==> src/rtl/score_tracker.sv <==
// score_tracker: BCD pipe-clear score, session high score and display sequencing for a 4-digit 7-seg driver
//   clock_100Mhz  : system clock, rising edge
//   reset_n       : asynchronous active-low reset
//   game_start    : starts a round from IDLE or OVER
//   game_over     : ends the round while PLAYING
//   pass_event    : pipe cleared; rising edges count
//   display_bcd   : registered packed-BCD digits for the display driver
//   display_blank : blanks all anodes (new-high-score blink)
//   score_bcd     : current round score, packed BCD
//   high_bcd      : session high score, packed BCD
//   new_high      : last completed round set a new high score
//   playing       : round in progress
// Define SCORE_TRACKER_HIGH_SCORE_EN to build the high-score register, new_high and blink;
// without it high_bcd, new_high and display_blank are 0 and IDLE shows 0000.
module score_tracker #(
  parameter int BLINK_CYCLES = 25_000_000
) (
  input  logic        clock_100Mhz,
  input  logic        reset_n,
  input  logic        game_start,
  input  logic        game_over,
  input  logic        pass_event,
  output logic [15:0] display_bcd,
  output logic        display_blank,
  output logic [15:0] score_bcd,
  output logic [15:0] high_bcd,
  output logic        new_high,
  output logic        playing
);
  typedef enum logic [1:0] {IDLE, PLAYING, OVER} state_t;
  state_t state, state_n;
  logic pass_d, start, stop, inc;
  logic [15:0] score_n, high_n;
  if (BLINK_CYCLES < 2) begin : g_bad_blink
    $error("BLINK_CYCLES must be at least 2");
  end
  function automatic logic [15:0] bcd_inc(input logic [15:0] v);
    logic [15:0] r;
    logic c;
    r = v;
    c = 1'b1;
    if (v == 16'h9999) return v;
    for (int i = 0; i < 4; i++)
      if (c) begin
        if (r[4*i +: 4] == 4'd9) r[4*i +: 4] = 4'd0;
        else begin
          r[4*i +: 4] = r[4*i +: 4] + 4'd1;
          c = 1'b0;
        end
      end
    return r;
  endfunction
  always_comb begin
    start   = game_start && state != PLAYING;
    stop    = game_over && state == PLAYING;
    inc     = state == PLAYING && !game_over && pass_event && !pass_d;
    state_n = start ? PLAYING : stop ? OVER : state;
    score_n = start ? 16'h0 : inc ? bcd_inc(score_bcd) : score_bcd;
`ifdef SCORE_TRACKER_HIGH_SCORE_EN
    high_n  = (stop && score_bcd > high_bcd) ? score_bcd : high_bcd;
`else
    high_n  = 16'h0;
`endif
  end
`ifdef SCORE_TRACKER_HIGH_SCORE_EN
  localparam int CW = $clog2(BLINK_CYCLES);
  logic [CW-1:0] blink_cnt;
`else
  assign high_bcd      = 16'h0;
  assign new_high      = 1'b0;
  assign display_blank = 1'b0;
`endif
  // display_bcd is built from next-state values so it lands on the same edge as the change it shows
  always_ff @(posedge clock_100Mhz or negedge reset_n)
    if (!reset_n) begin
      state       <= IDLE;
      score_bcd   <= 16'h0;
      display_bcd <= 16'h0;
      playing     <= 1'b0;
      pass_d      <= 1'b0;
`ifdef SCORE_TRACKER_HIGH_SCORE_EN
      high_bcd      <= 16'h0;
      new_high      <= 1'b0;
      display_blank <= 1'b0;
      blink_cnt     <= '0;
`endif
    end else begin
      state       <= state_n;
      score_bcd   <= score_n;
      pass_d      <= pass_event;
      playing     <= state_n == PLAYING;
      display_bcd <= state_n == IDLE ? high_n : score_n;
`ifdef SCORE_TRACKER_HIGH_SCORE_EN
      high_bcd <= high_n;
      new_high <= start ? 1'b0 : (stop && score_bcd > high_bcd) ? 1'b1 : new_high;
      if (start) begin
        blink_cnt     <= '0;
        display_blank <= 1'b0;
      end else if (state == OVER && new_high) begin
        if (blink_cnt == CW'(BLINK_CYCLES - 1)) begin
          blink_cnt     <= '0;
          display_blank <= ~display_blank;
        end else blink_cnt <= blink_cnt + 1'b1;
      end
`endif
    end
endmodule

==> config.mk <==
export PLATFORM = sky130hd
export DESIGN_NAME = score_tracker
export DESIGN_NICKNAME = d
export VERILOG_FILES = /design/src/rtl/score_tracker.sv
export SDC_FILE = /design/constraint.sdc
export NUM_CORES = 1
export LEC_CHECK = 0
export ABC_CLOCK_PERIOD_IN_PS = 1900
export CORE_MARGIN = 4
export CORE_UTILIZATION = 42
export CTS_CLUSTER_DIAMETER = 80
export CTS_CLUSTER_SIZE = 16
export DETAILED_ROUTE_END_ITERATION = 12
export PLACE_DENSITY = 0.88
export SYNTH_ARGS = -nofsm -noshare
export SYNTH_HDL_FRONTEND = slang
export SYNTH_SLANG_ARGS = --single-unit
==> constraint.sdc <==
create_clock -name clock_100Mhz -period 1.9 [get_ports clock_100Mhz]
set_clock_uncertainty 0.15 [all_clocks]
set_input_delay 0.38 -clock clock_100Mhz [delete_from_list [all_inputs] [get_ports clock_100Mhz]]
set_output_delay 0.38 -clock clock_100Mhz [all_outputs]
set_load 0.005 [all_outputs]
# After elaboration in Yosys (flattened, before gate mapping)
# Cells that the tools add are included.
totals:
  ff_bits: 36
  in_bits: 5
  output_inout_bits: 51
  elab_cells: 48
classes:
  addsub: 4
  n_eq_ne: 8
  muxes: 23
  reduce_logical: 8
op_table:
  columns: ["cell", "n"]
  rows:
  - ["$mux W16", 5]
  - ["$mux W4", 7]
  - ["$add A4 B1 Y4 const B", 4]
  - ["$eq A16 B16 Y1 const B", 1]
  - ["$eq A4 B4 Y1 const B", 4]
  - ["$mux W1", 9]
  - ["$logic_and A1 B1 Y1", 5]
  - ["$eq A2 B1 Y1 const B", 2]
  - ["$mux W2", 2]
  - ["$logic_not A1 Y1", 2]
  - ["$logic_not A2 Y1", 1]
  - ["$ne A2 B1 Y1 const B", 1]

# Depth between registers and ports, before layout
logic_depth:
  depth_word: 12
  mapped_depth: 8
  mapped_depth_nobuf: 6

# Worst setup path after synthesis
# Ideal clock, no wire load.
synth_path:
  path_kind: "register to register"
  startpoint: "reg score_bcd[1]"
  endpoint: "reg score_bcd[14]"
  setup_ns: 0.078
  arrival_ns: 1.738
  required_ns: 1.672
  path_slack_ns: -0.066
  path_stages_with_launch: 9
  path_buffers: 2
  period_less_slack_ns: 1.966
  cell_sequence: "dfrtp_1 > inv_1 > ha_1 > and3b_1 > buf_2 > nand4_4 > buf_6 > a2111o_1 > a21oi_1"
synth_between:
  elab_chain_cells: 11
  word_cells_on_any_way: 13
  cone_classes: "eq/ne: 2; mux: 11"
synth_rtl:
  columns: ["item", "line", "source"]
  rows:
  - ["from (decl)", "25", "output logic [15:0] score_bcd,"]
  - ["from (signal assigned)", "89", "score_bcd <= score_n;"]
  - ["$eq A4 B4 Y1", "45", "if (r[4*i +: 4] == 4'd9) r[4*i +: 4] = 4'd0;"]
  - ["$mux W1", "45", null]
  - ["$mux W1", "43", "for (int i = 0; i < 4; i++)"]
  - ["$mux W1", "44", "if (c) begin"]
  - ["$mux W1", "43", null]
  - ["$mux W1", "44", null]
  - ["$mux W1", "43", null]
  - ["$mux W4", "44", null]
  - ["$mux W16 *", "43", null]
  - ["$mux W16 * (2 in a row)", "58", "score_n = start ? 16'h0 : inc ? bcd_inc(score_bcd) : score_bcd;"]
  - ["via score_n[14]", "33", "logic [15:0] score_n, high_n;"]
# Mark *: on every way through the listed nets, which the timed path passes. The rest lies on a longest branch. The select of a mux whose other input is x is not followed.

# Worst setup path in the final report
layout_path:
  startpoint: "reg score_bcd[5]"
  endpoint: "reg display_bcd[3]"
layout_between:
  elab_chain_cells: 6
layout_rtl:
  columns: ["item", "line", "source"]
  rows:
  - ["$eq A16 B16 Y1", "42", "if (v == 16'h9999) return v;"]
  - ["$mux W1", "42", null]
  - ["$mux W16", "43", null]
  - ["$mux W16 (2 in a row)", "58", null]
  - ["$mux W16", "92", "display_bcd <= state_n == IDLE ? high_n : score_n;"]
  - ["to (signal assigned)", "92", null]
  - ["to (decl)", "23", "output logic [15:0] display_bcd,"]
# Every way passes these cells.

==> qor.yml <==
clocking:
  cts_buffer_depth: 2
  postCtsHoldBufs: 0
  clock_latency_ns: 0.29
  numClockSinks: 36
  path_clk_slew_ns: 0.07
  cts_buffers: 5
  cts_root_buf: "clkbuf_8"
  cts_tree: "done"
  htree_levels: 2
floorplanning:
  core-area_mm2: 0.00414
  initial_core_util_pct: 44.7
  die_h_um: 74.4
  die-width_um: 74.4
  fp-row-count: 23
  dieArea_mm2: 0.00554
  boundaryPins: 56
critical_path:
  crit_required_ns: 1.98
  r2r_cells: 7
  slowest_stage: "nor4_1"
  worstSetupEndpointType: "flop"
  critPathLaunchType: "flop"
  crit_arrival_ns: 1.96
  r2r_end: "display_bcd[3]"
  path_cells: "inv_1, ha_1, nand3b_1, nor4_1, buf_4, o32a_1, and2_1"
  slowest_delay_ns: 0.42
  crit_fanout: 3
  ff2ff_setup_slack_ns: 0.02
  path_class: "reg -> reg"
  r2r-start: "score_bcd[5]"
finish:
  area_growth_pct: 37.8
  final_area_mm2: 0.00255
  drive_above_1_share_pct: 22.5
  diodes: 0
  final_nets: 262
synthesis:
  yosysWarningCount: 0
  yosysSeqAreaShare_pct: 48.6
  synth_seq_cells: 36
  yosys-top-cells-area: "dfrtp_1, buf_4, ha_1, a21oi_1, nand2_1"
  synthArstFlopShare_pct: 100
  syn_area_mm2: 0.00185
  synth_enable_flop_cells: 0
  synth_flop_cell: "dfrtp_1"
  ys_types: 40
  syn-instance-count: 183
  yosysMostFrequentCell: "dfrtp_1"
  yosysTopAreaCell: "dfrtp_1"
  avgSynthCellArea_um2: 10.1
  yosysTopAreaCellShare_pct: 48.6
  synth_common_cells: "dfrtp_1, buf_4, a21oi_1"
hold_path:
  min_to: "pass_d"
  worstHoldStart: "pass_event"
  holdCritPathClass: "in -> reg"
  hold_depth: 1
sta:
  setup_viol: 0
  min_period_ns: 1.88
  rsz0062_at_grt: "yes"
  post-route-period-util_pct: 98.9
  finalHoldViolations: 0
  setup_slack_ns: 0.0211
  slew_violations: 0
  holdWs_ns: 0.198
  fmax_mhz: 532
global_routing:
  grt_pass1_vias: 1527
  grt_overflow: 0
  antenna_found_initial: 0
  grt_pass1_wl_mm: 7.11
  grt_max_degree: 37
  grt_usage_pct: 17.3
detailed_routing:
  drcViolationCount: 0
  vias: 1599
  wl_mm: 4.66
  drt_iter0_markers: 149
  wire_per_inst_um: 15.6
  antenna_left: 0
  drt_first_pass_iters: 5
  viasPerCell: 5.35
placed_design:
  dpl_worst_slack_ns: -0.378
  port_buffers: 37
  gp_congestion: 0.862
  place_area_mm2: 0.00237
  dp_hpwl_mm: 3.10
power_and_ir_drop:
  ir_drop_v: 0.000504
  cellPowerDensity_mw_per_mm2: 734
  leakage_nw: 1.16
run_status:
  status: "finished, final reports clean"
flow_run:
  cap_violations: 0
logic make-up after synthesis:
family / Yosys count / synth area share, %
DFF: 36 / 48.6
other: 1 / 0.202
AOI/OAI and AO/OA: 36 / 11.7
buffers and inverters: 30 / 10.3
and+or+nand+nor: 69 / 22.2
muxes: 2 / 1.15
xor gates and xnor gates: 1 / 0.472
adders and majority gates: 8 / 5.40
flip-flops by register name, summed over array words and instances (netlist names):
signal,flops
display_bcd,16
pass_d,1
playing,1
score_bcd,16
state,2
power by group:
group | leakage [nW] | internal [mW] | total, mW | switching, mW
Clock | 0.0410 | 0.249 | 0.513 | 0.264
Combinational | 0.626 | 0.223 | 0.526 | 0.303
Sequential | 0.493 | 0.809 | 0.835 | 0.0263
cell usage in the layout (no fill, tap or decap), drive strengths merged, types with 2 or more instances in the layout:
cell	netlist	layout
nand2	13	13
clkbuf	4	6
nor2	9	9
and2	5	5
nand3b	4	4
nand3	7	7
or3	6	6
o21ai	9	9
nand4	3	4
o21a	2	2
buf	21	29
dlygate4sd2	0	3
or4	3	3
and3b	3	3
nand2b	3	3
nor3	7	7
a21oi	15	15
clkdlybuf4s50	0	34
o32ai	2	2
dfrtp	36	36
conb	1	18
ha	8	8
o211ai	2	2
inv	5	5
nor4	3	3
metal layers:
metal	global-route usage (%)	vias to the layer above	wire, um
li1	-	742	-
met1	20.6	760	1880
met2	28.2	82	2230
met3	6.89	15	440
met4	6.92	0	104
met5	0	-	0
metrics by stage:
step           cells  power, mW  TNS [ns]  util, %
6_report         299       1.87         0     61.7
3_5_place_dp     288       1.32     -8.96     57.3
2_1_floorplan    200       1.10  -0.00547        -
5_1_grt          299       1.96    -0.402     61.7
3_3_place_gp     288       1.31     -7.42     57.3
4_1_cts          298       1.86         0     60.4
worst max-delay path, delay by kind of cell, from the launching register on:
family / cells / cell delay, ns
flip-flops: 1 / 0.37
adder cells (fa/ha/maj): 1 / 0.15
AND/OR/NAND/NOR: 3 / 0.70
buffers and inverters: 2 / 0.26
AO/OA/AOI/OAI: 1 / 0.19
layout make-up:
| cell class | count | area (um2) |
|---|---|---|
| fillers | 335 | 1590 |
| multi-input cells | 135 | 903 |
| flip-flops and latches | 36 | 901 |
| repair buffers | 66 | 592 |
| clock buffers | 6 | 72.6 |
| well taps | 50 | 62.6 |
| inverters | 5 | 18.8 |
| clock inverters | 1 | 5.00 |
how the worst max path moves through the flow:
stage	start	to	slack, ns	cells past startpoint
after floorplan	score_bcd[1]	score_bcd[14]	-0.003	8
after global placement	game_over	score_bcd[8]	-0.30	5
after detailed placement	game_over	display_bcd[8]	-0.38	5
after CTS	score_bcd[5]	score_bcd[8]	0.006	6
after global routing	score_bcd[5]	display_bcd[3]	-0.12	7
final	score_bcd[5]	display_bcd[3]	0.02	7
repair_timing:
item	CTS	global route
pin swaps	3	4
resized for setup	13	12
buffers inserted	2	1
hold endpoints to repair	0	0
setup endpoints to repair	15	18
cloned	1	0
No activity file was read; power rests on OpenSTA's default activity.
